### config.mk
export PLATFORM = sky130hd
export DESIGN_NAME = sram_wr_arbiter
export DESIGN_NICKNAME = d
export VERILOG_FILES = /design/src/rtl/sram_wr_arbiter.sv
export SDC_FILE = /design/constraint.sdc
export NUM_CORES = 1
export LEC_CHECK = 0
export ABC_AREA = 0
export BUFFER_PORTS_ARGS = -buffer_cell sky130_fd_sc_hd__buf_2
export CAP_MARGIN = 15
export CELL_PAD_IN_SITES_DETAIL_PLACEMENT = 2
export CELL_PAD_IN_SITES_GLOBAL_PLACEMENT = 2
export CORE_MARGIN = 1
export CORE_UTILIZATION = 34
export CTS_CLUSTER_DIAMETER = 150
export DETAILED_ROUTE_END_ITERATION = 10
export GPL_ROUTABILITY_DRIVEN = 0
export MAX_ROUTING_LAYER = met4
export PLACE_DENSITY = 0.95
export SETUP_SLACK_MARGIN = 0.4
export SLEW_MARGIN = 40
export SYNTH_ARGS = -nofsm -noshare
export SYNTH_HDL_FRONTEND = slang
export SYNTH_SLANG_ARGS = --single-unit
### constraint.sdc
create_clock -name clk -period 9.01 [get_ports clk]
set_input_delay 1.802 -clock clk [delete_from_list [all_inputs] [get_ports clk]]
set_output_delay 1.802 -clock clk [all_outputs]
set_load 0.005 [all_outputs]
### src/rtl/sram_wr_arbiter.sv
// sram_wr_arbiter: round-robin, packet-locked arbiter for the shared SRAM write path and null-page pool
// Ports: clk/rst_n (async active-low); wr_req/wr_last per-port page requests; wr_ack one-hot accept;
// wr_op/wr_port/wr_addr registered page write (null-page pop); null_ptr/free_space/page_amount from the
// SRAM state block; request_port selects the page_amount being queried; busy = locked; stall = locked
// port blocked by space or quota.
// Optional macro SRAM_WR_ARB_TIMEOUT_EN adds an idle timeout on the locked port and a timeout_abort pulse.
module sram_wr_arbiter #(
  parameter int PORT_NUM   = 16,
  parameter int ADDR_WIDTH = 11,
  parameter int PORT_QUOTA = 1024,
  parameter int RESERVE    = 16
`ifdef SRAM_WR_ARB_TIMEOUT_EN
  , parameter int TIMEOUT  = 64
`endif
) (
  input  logic                        clk,
  input  logic                        rst_n,
  input  logic [PORT_NUM-1:0]         wr_req,
  input  logic [PORT_NUM-1:0]         wr_last,
  output logic [PORT_NUM-1:0]         wr_ack,
  output logic                        wr_op,
  output logic [$clog2(PORT_NUM)-1:0] wr_port,
  output logic [ADDR_WIDTH-1:0]       wr_addr,
  input  logic [ADDR_WIDTH-1:0]       null_ptr,
  input  logic [ADDR_WIDTH-1:0]       free_space,
  output logic [$clog2(PORT_NUM)-1:0] request_port,
  input  logic [ADDR_WIDTH-1:0]       page_amount,
`ifdef SRAM_WR_ARB_TIMEOUT_EN
  output logic                        timeout_abort,
`endif
  output logic                        busy,
  output logic                        stall
);
  localparam int PW = $clog2(PORT_NUM);
  typedef enum logic {IDLE, LOCK} state_t;
  state_t state, state_nxt;
  logic [PW-1:0] rr_ptr, lock_port, winner, idx;
  logic found, accept, abort;
  logic [ADDR_WIDTH:0] eff_free, eff_amt;
  assign request_port = lock_port;
  assign busy = state == LOCK;
  // free_space and page_amount lag the write issued last cycle by one page
  assign eff_free = {1'b0, free_space} - {{ADDR_WIDTH{1'b0}}, wr_op};
  assign eff_amt = {1'b0, page_amount} + {{ADDR_WIDTH{1'b0}}, wr_op && wr_port == lock_port};
  assign accept = busy && wr_req[lock_port] && eff_free > (ADDR_WIDTH+1)'(RESERVE)
                  && eff_amt < (ADDR_WIDTH+1)'(PORT_QUOTA);
  assign stall = busy && wr_req[lock_port] && !accept;
  assign wr_ack = {{(PORT_NUM-1){1'b0}}, accept} << lock_port;
  assign wr_addr = wr_op ? null_ptr : '0;
  always_comb begin
    winner = rr_ptr;
    found = 1'b0;
    idx = '0;
    for (int i = 0; i < PORT_NUM; i++) begin
      idx = rr_ptr + PW'(i);
      if (!found && wr_req[idx]) begin
        winner = idx;
        found = 1'b1;
      end
    end
  end
  always_comb begin
    state_nxt = state;
    if (state == IDLE) state_nxt = found ? LOCK : IDLE;
    else if ((accept && wr_last[lock_port]) || abort) state_nxt = IDLE;
  end
  always_ff @(posedge clk or negedge rst_n)
    if (!rst_n) begin
      state <= IDLE;
      rr_ptr <= '0;
      lock_port <= '0;
      wr_op <= 1'b0;
      wr_port <= '0;
    end else begin
      state <= state_nxt;
      wr_op <= accept;
      wr_port <= lock_port;
      if (state == IDLE && found) begin
        lock_port <= winner;
        rr_ptr <= winner + 1'b1;
      end
    end
`ifdef SRAM_WR_ARB_TIMEOUT_EN
  logic [6:0] idle_cnt;
  // only cycles with no request from the locked port count as idle; stalls do not
  assign abort = busy && !accept && idle_cnt == 7'(TIMEOUT);
  always_ff @(posedge clk or negedge rst_n)
    if (!rst_n) begin
      idle_cnt <= '0;
      timeout_abort <= 1'b0;
    end else begin
      idle_cnt <= (!busy || accept || abort) ? '0 : idle_cnt + {6'd0, !wr_req[lock_port]};
      timeout_abort <= abort;
    end
`else
  assign abort = 1'b0;
`endif
endmodule

## Yosys cells after proc, flatten, opt, wreduce, memory -nomap -nowiden

Index checks and enable logic that the tools add are counted.

- Flip-flop bits (word level): 14
- Word-level logic and storage cells: 154
- Output and inout port bits: 38

- Muxes and demuxes: 71
- Bitwise logic cells: 1
- Reductions and logical operators: 38
- Shift operators: 1
- Add/sub/neg operators: 18
- Equality and inequality tests: 1
- Order comparisons: 19

Operators with widths:

| kind | count |
|---|---|
| $lt 4x5->1 const B | 17 |
| $bmux 1 s4 | 18 |
| $mux 4 | 15 |
| $mux 1 | 37 |
| $add 4x4->4 const B | 8 |
| $logic_and 1x1->1 | 22 |
| $add 4x3->4 const B | 4 |
| $logic_not 1->1 | 16 |
| $shl 1x4->16 | 1 |
| $add 11x1->12 | 1 |
| $gt 12x5->1 const B | 1 |
| $lt 12x11->1 const B | 1 |
| $sub 11x1->12 | 1 |
| $mux 11 | 1 |
| $add 4x1->4 const B | 2 |
| $add 4x2->4 const B | 2 |
| $eq 4x4->1 | 1 |
| $not 1->1 | 1 |

## Longest topological paths before layout

Gate-level depths: netlist (run 1).

- Depth after elaboration: 50
- Gate-level depth with buffers: 19

## Least setup slack after synthesis (run 1)

No wires, ideal clock.

- Kind: input to output
- Start point: input free_space[0]
- End point: output wr_ack[2]
- Buffers on the path: 0
- Cell stages on the path: 12
- Data arrival time: 3,360 ps
- Path slack: 3,848 ps
- Path through: inv_1 ha_1 ha_1 inv_1 a21oi_1 o2111ai_1 a311oi_1 a21oi_1 o21a_1 nor2b_1 nand2_1 nor3_1

- Cells in the longest elaborated chain, start to end: 5

RTL lines:

| item | RTL line | RTL |
|---|---|---|
| start, declared | 25 | `input logic [ADDR_WIDTH-1:0] free_space,` |
| $sub 11x1->12 | 43 | `assign eff_free = {1'b0, free_space} - {{ADDR_WIDTH{1'b0}}, wr_op};` |
| $gt 12x5->1 | 45 | `assign accept = busy && wr_req[lock_port] && eff_free > (ADDR_WIDTH+1)'(RESERVE)` |
| $logic_and 1x1->1 | 45 |  |
| $logic_and 1x1->1 | 46 | `&& eff_amt < (ADDR_WIDTH+1)'(PORT_QUOTA);` |
| net accept | 38 | `logic found, accept, abort;` |
| $shl 1x4->16 | 48 | `assign wr_ack = {{(PORT_NUM-1){1'b0}}, accept} << lock_port;` |
| end, declared | 20 | `output logic [PORT_NUM-1:0] wr_ack,` |

The timed path passes the listed nets, and every way through them passes these cells.

## Worst setup path in the final report (run 1)

Same ends and word-level chain as after synthesis.

==> metrics, run 1 <==
Post-synth EDFFs=0; Syn Inst Count=404; setup TNS=0 ns; vias in the first global route=4516; fillers=1167; Avg WL per Cell=26.7 um; Worst-Margin Slew=0.890 ns; CP max FO=6; drt drc=0; outcome=complete, no violations; starting DRC count in detailed routing=242; Final Cycle Share=63.4%; port buffer count=104; Setup Viol. Count Final=0; crit path cell chain=buf_2 -> inv_1 -> ha_1 -> ha_1 -> inv_1 -> a21oi_1 -> o2111ai_1 -> a311oi_1 -> a21oi_1 -> o21a_1 -> nor2b_1 -> nand2_1 -> nor3_1 -> buf_2; Initial Util=34.8%; fin. max-slew vios=0; min cycle time layout=5.71 ns; hpwl dp=13400 um; Hold Crit Class=flop to flop; ANT nets after route=0; antenna violations before repair=0; TritonCTS buffer count=3; First-pass DRT Iterations=5; Mean Syn Cell Area=8.86 sq um; crit path kind=input port to primary output; WP data arrival=3.91 ns; DIE AREA=10900 sq um; Max Cap Viol=0; Setup Skew=0.00624 ns; share of layout cells above drive strength 1=36.2%; clk buf depth=2; Top FF cell, synth=dfrtp_1; Worst-Skew Late Latency=0.24 ns; CTS tree=yes; Core Rows=37; slowest CP cell=o21a_1; Synth-to-Final Area Change=18.1%; slew margin rel.=40.6%; number of vias per cell=6.71; Ys Warns=0; num ports=105; Die Wd=105 um; most frequent cells in the layout=buf_2 (104), mux4_2 (39), nand2_1 (36); cts hold-fix bufs=0; final hold violations=0; Setup Fix Bufs, Post-CTS=0; Final #Nets=571; Netlist cell types=62; most common cell after layout, fill and taps aside=buf_2; critical path startpoint category=input port; Peak Freq=0.175 GHz; sequential fraction of the synthesis area=9.79%; Synth Net Count=481; # clock sinks=14; Die Y=105 um; synthesized flop and latch total=14; crit end category=primary output; Req. time, crit path=7.21 ns; Async SR Flop Fraction=100%; core area=10300 sq um; antenna fix cells=0; final WL=16800 um; clock root cell=clkbuf_8; Slowest Stage Delay on Critical Path=0.24 ns; Reg clk slew, reported paths=0.06 ns; Resize count post-CTS=0; htree depth=1; overflow left after global routing=0; largest net degree at the start of global routing=28; first-pass GRT wire length=25700 um; RSZ-0062 raised after global routing=no; Tot GR Track Use=31.4%; mapped cell area=3580 sq um; DR vias=4216
==> through the flow <==
step                instance area (sq um)  setup WS, ns  cells  hold WS [ns]  util, %
finish                               4230          3.30    628         0.661     41.1
floorplan                            3580          3.85    404         0.430        -
global route                         4230          3.09    628         0.683     41.1
detailed placement                   4170          3.28    625         0.631     40.6
global placement                     4170          3.43    625         0.611     40.5
CTS                                  4210          3.27    628         0.659     41.0
==> worst max-delay path: cells and delay by family <==
kind	cells	cell delay [ns]
buf+inv	4	0.35
simple gates	3	0.56
compound gates	5	0.75
fa+ha+maj	2	0.42
==> cells in the mapped netlist (10+ instances only) <==
cell | instances | share of area (%)
nor3_1 | 14 | 2.0
mux4_2 | 39 | 25
nand3_1 | 14 | 2.0
mux2i_1 | 30 | 8.4
o21ai_0 | 18 | 2.5
ha_1 | 10 | 3.5
and2_1 | 14 | 2.4
nor2_1 | 34 | 3.6
clkbuf_1 | 10 | 1.0
a21oi_1 | 17 | 2.4
dfrtp_1 | 14 | 9.8
mux2_2 | 17 | 5.3
inv_1 | 11 | 1.2
nand2_1 | 36 | 3.8
==> state kept, by name (all words and copies together) (netlist names) <==
name	flops
request_port	4
rr_ptr	4
wr_port	4
busy	1
wr_op	1
==> metal layers <==
layer	GRT usage, %	share of wire [%]
met5	-	0
met4	19.7	7.2
met3	4.30	7.4
met2	52.8	49
met1	35.2	36
==> final timing paths <==
| check | slack (ns) | from | cells after the start | to |
|---|---|---|---|---|
| worst max-delay path | 3.30 | free_space[0] | 14 | wr_ack[2] |
| worst min-delay path | 0.66 | busy$_DFF_PN0_ | 2 | busy$_DFF_PN0_ |
| worst max register to register | 3.36 | rr_ptr[1]$_DFFE_PN0P_ | 15 | rr_ptr[1]$_DFFE_PN0P_ |
| worst min register to register | 0.66 | busy$_DFF_PN0_ | 2 | busy$_DFF_PN0_ |
| max in group asynchronous | 7.27 | rst_n | 1 | request_port[0]$_DFFE_PN0P_ |
| min in group asynchronous | 1.45 | rst_n | 1 | wr_port[2]$_DFF_PN0_ |
==> final cells by class <==
cell class	instances	area [sq um]	share of cell area, %
inverter	15	56.3	1.33
sequential	14	352	8.32
multi-input combinational	353	3060	72.5
tap	136	170	4.03
timing repair buffer	107	543	12.9
clock buffer	3	41.3	0.977
==> kinds of logic (layout without fill, tap and decap cells) <==
logic type / Yosys count / count (layout) / synth area share [%]
AND/OR/NAND/NOR: 151 / 151 / 21.3
multiplexers: 89 / 89 / 39.3
AO/OA/AOI/OAI: 88 / 88 / 16.9
buffers and inverters: 37 / 125 / 5.11
XOR/XNOR: 15 / 15 / 4.09
flip-flops: 14 / 14 / 9.79
adder cells (fa/ha/maj): 10 / 10 / 3.50
Power of run 1 is not shown: default switching activity piles up to over one toggle a cycle in this logic, so the estimate is an artifact.
==> inputs of run 2 (changes only) <==
--- a/config.mk
+++ b/config.mk
@@ -11,12 +11,12 @@
 export CELL_PAD_IN_SITES_DETAIL_PLACEMENT = 2
 export CELL_PAD_IN_SITES_GLOBAL_PLACEMENT = 2
 export CORE_MARGIN = 1
-export CORE_UTILIZATION = 34
+export CORE_UTILIZATION = 28
 export CTS_CLUSTER_DIAMETER = 150
 export DETAILED_ROUTE_END_ITERATION = 10
 export GPL_ROUTABILITY_DRIVEN = 0
 export MAX_ROUTING_LAYER = met4
-export PLACE_DENSITY = 0.95
+export PLACE_DENSITY = 0.86
 export SETUP_SLACK_MARGIN = 0.4
 export SLEW_MARGIN = 40
 export SYNTH_ARGS = -nofsm -noshare
==> constraint.sdc (replaced) <==
create_clock -name clk -period 5 [get_ports clk]
set_input_delay 1 -clock clk [delete_from_list [all_inputs] [get_ports clk]]
set_output_delay 1 -clock clk [all_outputs]
set_load 0.005 [all_outputs]
==> metrics, run 2 (synthesis results as in run 1) <==
outcome=complete, no violations (unchanged); Reg clk slew, reported paths=0.04 ns (was 0.06 ns); Worst-Margin Slew=0.869 ns (was 0.890 ns); final hold violations=0 (unchanged); fillers=1408 (was 1167); reg2reg start=rr_ptr[0]$_DFFE_PN0P_ (was rr_ptr[1]$_DFFE_PN0P_); Avg WL per Cell=24.9 um (was 26.7 um); Peak Freq=0.227 GHz; DIE AREA=13200 sq um (was 10900 sq um); slew margin rel.=42.0% (was 40.6%); Tot GR Track Use=26.3% (was 31.4%); antenna violations before repair=0 (unchanged); Slowest Stage Delay on Critical Path=0.60 ns (was 0.24 ns); Synth-to-Final Area Change=22.7% (was 18.1%); crit path launch=rr_ptr[0]$_DFFE_PN0P_ (was free_space[0]); Initial Util=29.3% (was 34.8%); share of layout cells above drive strength 1=37.7% (was 36.2%); CTS tree=yes (unchanged); First-pass DRT Iterations=5 (unchanged); crit path kind=flop to flop (was input port to primary output); WP data arrival=4.55 ns (was 3.91 ns); slowest CP cell=or4_4 (was o21a_1); core area=12200 sq um (was 10300 sq um); # clock sinks=14 (unchanged); Max Cap Viol=0 (unchanged); starting DRC count in detailed routing=173 (was 242); largest net degree at the start of global routing=26 (was 28); antenna fix cells=0 (unchanged); drt drc=0 (unchanged); clock root cell=clkbuf_16 (was clkbuf_8); hpwl dp=13500 um (was 13400 um); critical path startpoint category=flop (was input port); Worst-Skew Late Latency=0.24 ns (about the same); DR vias=4143 (was 4216); htree depth=1 (unchanged); clk buf depth=2 (unchanged); first-pass GRT wire length=25600 um (was 25700 um); Req. time, crit path=5.15 ns (was 7.21 ns); RSZ-0062 raised after global routing=no (unchanged); worst path bufs/invs=2 (was 4); flop-to-flop setup slack=0.60 ns (was 3.36 ns); most common cell after layout, fill and taps aside=buf_2 (unchanged); Setup Viol. Count Final=0 (unchanged); Final Cycle Share=88.0%; overflow left after global routing=0 (unchanged); Core Rows=40 (was 37); num ports=105 (unchanged); ANT nets after route=0 (unchanged); fin. max-slew vios=0 (unchanged); port buffer count=104 (unchanged); Setup Skew=0.00120 ns (was 0.00624 ns); Setup Fix Bufs, Post-CTS=0 (unchanged); crit path cell chain=clkinv_1 -> ha_4 -> inv_2 -> or3_1 -> and4_1 -> a211o_1 -> or4_4 -> nor3_4 -> a211oi_1 -> xnor2_2 -> ha_1 -> and3_1 -> o31ai_1 (was buf_2 -> inv_1 -> ha_1 -> ha_1 -> inv_1 -> a21oi_1 -> o2111ai_1 -> a311oi_1 -> a21oi_1 -> o21a_1 -> nor2b_1 -> nand2_1 -> nor3_1 -> buf_2); FF/Latch Area=352 sq um (unchanged); Multi-input gate area=3080 sq um (was 3060 sq um); TritonCTS buffer count=3 (unchanged); number of vias per cell=6.19 (was 6.71); crit end category=flop (was primary output); min cycle time layout=4.40 ns; setup TNS=0 ns (unchanged); Hold Crit Class=input port to async pin (was flop to flop); cts hold-fix bufs=0 (unchanged); Final #Nets=580 (was 571); delay-heaviest family, CP=simple AND/OR/NAND/NOR gates (was compound AO/OA/AOI/OAI gates); Die Y=115 um (was 105 um); CP max FO=14 (was 6); final WL=16600 um (was 16800 um); Die Wd=115 um (was 105 um); most frequent cells in the layout=buf_2 (104), mux4_2 (39), nand2_1 (36) (unchanged); vias in the first global route=4387 (was 4516)
-- run 2: final cells by class --
| type | instances | area share (%) |
|---|---|---|
| multi-input cells | 353 | 70.2 |
| clock buffers | 3 | 1.71 |
| repair buffers | 116 | 14.0 |
| well taps | 168 | 4.79 |
| inverters | 15 | 1.28 |
| flip-flops and latches | 14 | 8.01 |
-- run 2: final timing paths --
kind	end	cells after the start
max in group asynchronous	request_port[0]$_DFFE_PN0P_	1
hold reg to reg	busy$_DFF_PN0_	2
setup / recovery	rr_ptr[2]$_DFFE_PN0P_	13
setup reg to reg	rr_ptr[2]$_DFFE_PN0P_	13
min in group clk	busy$_DFF_PN0_	2
hold / removal	wr_op$_DFF_PN0_	1
-- run 2: worst reg2reg max path, stage by stage, from the launching register on --
cell      delay (ns)
dfrtp_1         0.37
clkinv_1        0.32
ha_4            0.54
inv_2           0.17
or3_1           0.41
and4_1          0.27
a211o_1         0.36
or4_4           0.60
nor3_4          0.36
a211oi_1        0.17
xnor2_2         0.18
ha_1            0.20
and3_1          0.14
o31ai_1         0.21
-- run 2: stage by stage --
step / area [sq um] / hold slack [ns] / utilization, % / worst slack, ns / cells
after global routing: 4390 / 0.663 / 36.0 / 0.414 / 669
after detailed placement: 4270 / 0.636 / 35.0 / 0.292 / 666
after CTS: 4350 / 0.645 / 35.6 / 0.464 / 669
after floorplan: 3580 / 0.430 / - / 0.523 / 404
final: 4390 / 0.644 / 36.0 / 0.599 / 669
after global placement: 4270 / 0.590 / 35.0 / 0.563 / 666
-- run 2: what timing repair did --
action / in CTS / in global routing
cloned: 0 / 0
pin swaps: 0 / 0
gates resized for setup: 1 / 5
endpoints found under the setup margin: 2 / 4
-- run 2: metal layers --
metal | track usage (%) | routed length [um] | vias up
li1 | - | - | 1771
met1 | 29.2 | 6100 | 2110
met2 | 46.5 | 8490 | 196
met3 | 4.16 | 1170 | 66
met4 | 11.3 | 869 | 0
met5 | - | 0 | -
Power of run 2 is left out for the same reason.
==> inputs of run 3 (changes only) <==
--- a/config.mk
+++ b/config.mk
@@ -17,6 +17,7 @@
 export GPL_ROUTABILITY_DRIVEN = 0
 export MAX_ROUTING_LAYER = met4
 export PLACE_DENSITY = 0.86
+export RECOVER_POWER = 100
 export SETUP_SLACK_MARGIN = 0.4
 export SLEW_MARGIN = 40
 export SYNTH_ARGS = -nofsm -noshare
==> metrics, run 3 (synthesis results as in run 1) <==
Die Wd=115 um (unchanged); R2R cell count=14 (was 13); Worst-Margin Slew=0.878 ns (was 0.869 ns); WP data arrival=4.63 ns (was 4.55 ns); number of vias per cell=6.20 (was 6.19); Reg clk slew, reported paths=0.04 ns (about the same); vias in the first global route=4387 (unchanged); crit path cell chain=clkinv_1 -> ha_4 -> inv_1 -> or3_1 -> and4_1 -> a211o_1 -> or4_4 -> nor3_4 -> nand2b_1 -> o21ai_0 -> a21boi_0 -> ha_1 -> nand2_1 -> o21ai_0 (was clkinv_1 -> ha_4 -> inv_2 -> or3_1 -> and4_1 -> a211o_1 -> or4_4 -> nor3_4 -> a211oi_1 -> xnor2_2 -> ha_1 -> and3_1 -> o31ai_1); worst path bufs/invs=2 (unchanged); crit path kind=flop to flop (unchanged); setup TNS=0 ns (unchanged); RSZ-0062 raised after global routing=no (unchanged); Final #Nets=580 (unchanged); ANT nets after route=0 (unchanged); Max Cap Viol=0 (unchanged); clock root cell=clkbuf_16 (unchanged); # clock sinks=14 (unchanged); slew margin rel.=41.5% (was 42.0%); Synth-to-Final Area Change=21.7% (was 22.7%); fin. max-slew vios=0 (unchanged); DIE AREA=13200 sq um (unchanged); Req. time, crit path=5.10 ns (was 5.15 ns); htree depth=1 (unchanged); min cycle time layout=4.53 ns (was 4.40 ns); Setup Fix Bufs, Post-CTS=0 (unchanged); antenna fix cells=0 (unchanged); drt drc=0 (unchanged); Peak Freq=0.221 GHz (was 0.227 GHz); Initial Util=29.3% (unchanged); share of layout cells above drive strength 1=31.5% (was 37.7%); DR vias=4148 (was 4143); outcome=complete, no violations (unchanged); most frequent cells in the layout=buf_2 (70), mux4_2 (39), nand2_1 (36) (was buf_2 (104), mux4_2 (39), nand2_1 (36)); TritonCTS buffer count=3 (unchanged); Slowest Stage Delay on Critical Path=0.60 ns (about the same); Crit. path cell count=14 (was 13); hpwl dp=13500 um (unchanged); Hold Path Stages=2; CTS tree=yes (unchanged); CP max FO=14 (unchanged); Core Rows=40 (unchanged); port buffer count=104 (unchanged); num ports=105 (unchanged); delay-heaviest family, CP=simple AND/OR/NAND/NOR gates (unchanged); Final Cycle Share=90.5% (was 88.0%); cell mode on critical path=o21ai_0; Avg WL per Cell=25.0 um (was 24.9 um); Setup Viol. Count Final=0 (unchanged); Die Y=115 um (unchanged); critical path startpoint category=flop (unchanged); final hold violations=0 (unchanged); most common cell after layout, fill and taps aside=buf_2 (unchanged); Setup Skew=0.00240 ns (was 0.00120 ns); Worst-Skew Late Latency=0.24 ns (about the same); first-pass GRT wire length=25600 um (unchanged); final WL=16700 um (was 16600 um); clk buf depth=2 (unchanged); slowest CP cell=or4_4 (unchanged); crit end category=flop (unchanged); largest net degree at the start of global routing=26 (unchanged); starting DRC count in detailed routing=190 (was 173); overflow left after global routing=0 (unchanged); Tot GR Track Use=26.3% (unchanged); First-pass DRT Iterations=4 (was 5); Hold Crit Class=flop to flop (was input port to async pin); antenna violations before repair=0 (unchanged); core area=12200 sq um (unchanged)
==> run 3: changes by cell type in the layout (fill, tap and decap cells not counted), sizes merged <==
cell    delta
buf       -34
clkbuf    +34
==> run 3: final timing paths <==
path / startpoint / endpoint / slack (ns)
setup / recovery: rr_ptr[0]$_DFFE_PN0P_ / rr_ptr[1]$_DFFE_PN0P_ / 0.47
hold / removal: busy$_DFF_PN0_ / busy$_DFF_PN0_ / 0.65
setup reg to reg: rr_ptr[0]$_DFFE_PN0P_ / rr_ptr[1]$_DFFE_PN0P_ / 0.47
hold reg to reg: busy$_DFF_PN0_ / busy$_DFF_PN0_ / 0.65
max in group asynchronous: rst_n / rr_ptr[3]$_DFFE_PN0P_ / 3.76
min in group asynchronous: rst_n / wr_op$_DFF_PN0_ / 0.79
==> run 3: final cells by class <==
class	instances	area [sq um]
Fill cell	1424	7860
Multi-Input combinational cell	353	3080
Timing Repair Buffer	116	578
Sequential cell	14	350
Tap cell	168	210
Clock buffer	3	75.1
Inverter	15	56.3
==> run 3: timing repair <==
action | in CTS | in global routing
setup endpoints to repair | 2 | 4
hold buffers | 0 | 0
gates resized for setup | 1 | 5
==> run 3: layer usage <==
layer  global-route usage [%]  vias to the layer above  share of wire [%]
li1                         -                     1768                  -
met5                        -                        -                  0
met2                     46.5                      204                 50
met4                     11.3                        0                5.2
met3                     4.16                       68                6.9
met1                     29.2                     2108                 37
==> run 3: worst register-to-register path, cell delays in order, from the launching register on <==
cell and delay, ns:
dfrtp_1 0.37, clkinv_1 0.31, ha_4 0.53, inv_1 0.26, or3_1 0.44, and4_1 0.27
a211o_1 0.36, or4_4 0.60, nor3_4 0.36, nand2b_1 0.09, o21ai_0 0.11, a21boi_0 0.28
ha_1 0.27, nand2_1 0.06, o21ai_0 0.08
==> run 3: per-stage QoR <==
step,util [%],cell area (sq um),hold slack [ns],cells,setup slack (ns)
after floorplan,-,3580,0.430,404,0.523
after global placement,35.0,4270,0.590,666,0.563
after detailed placement,35.0,4270,0.636,666,0.292
after CTS,35.6,4350,0.645,669,0.464
after global routing,35.7,4350,0.673,669,0.301
final,35.7,4350,0.653,669,0.473
Power of run 3 is left out for the same reason.
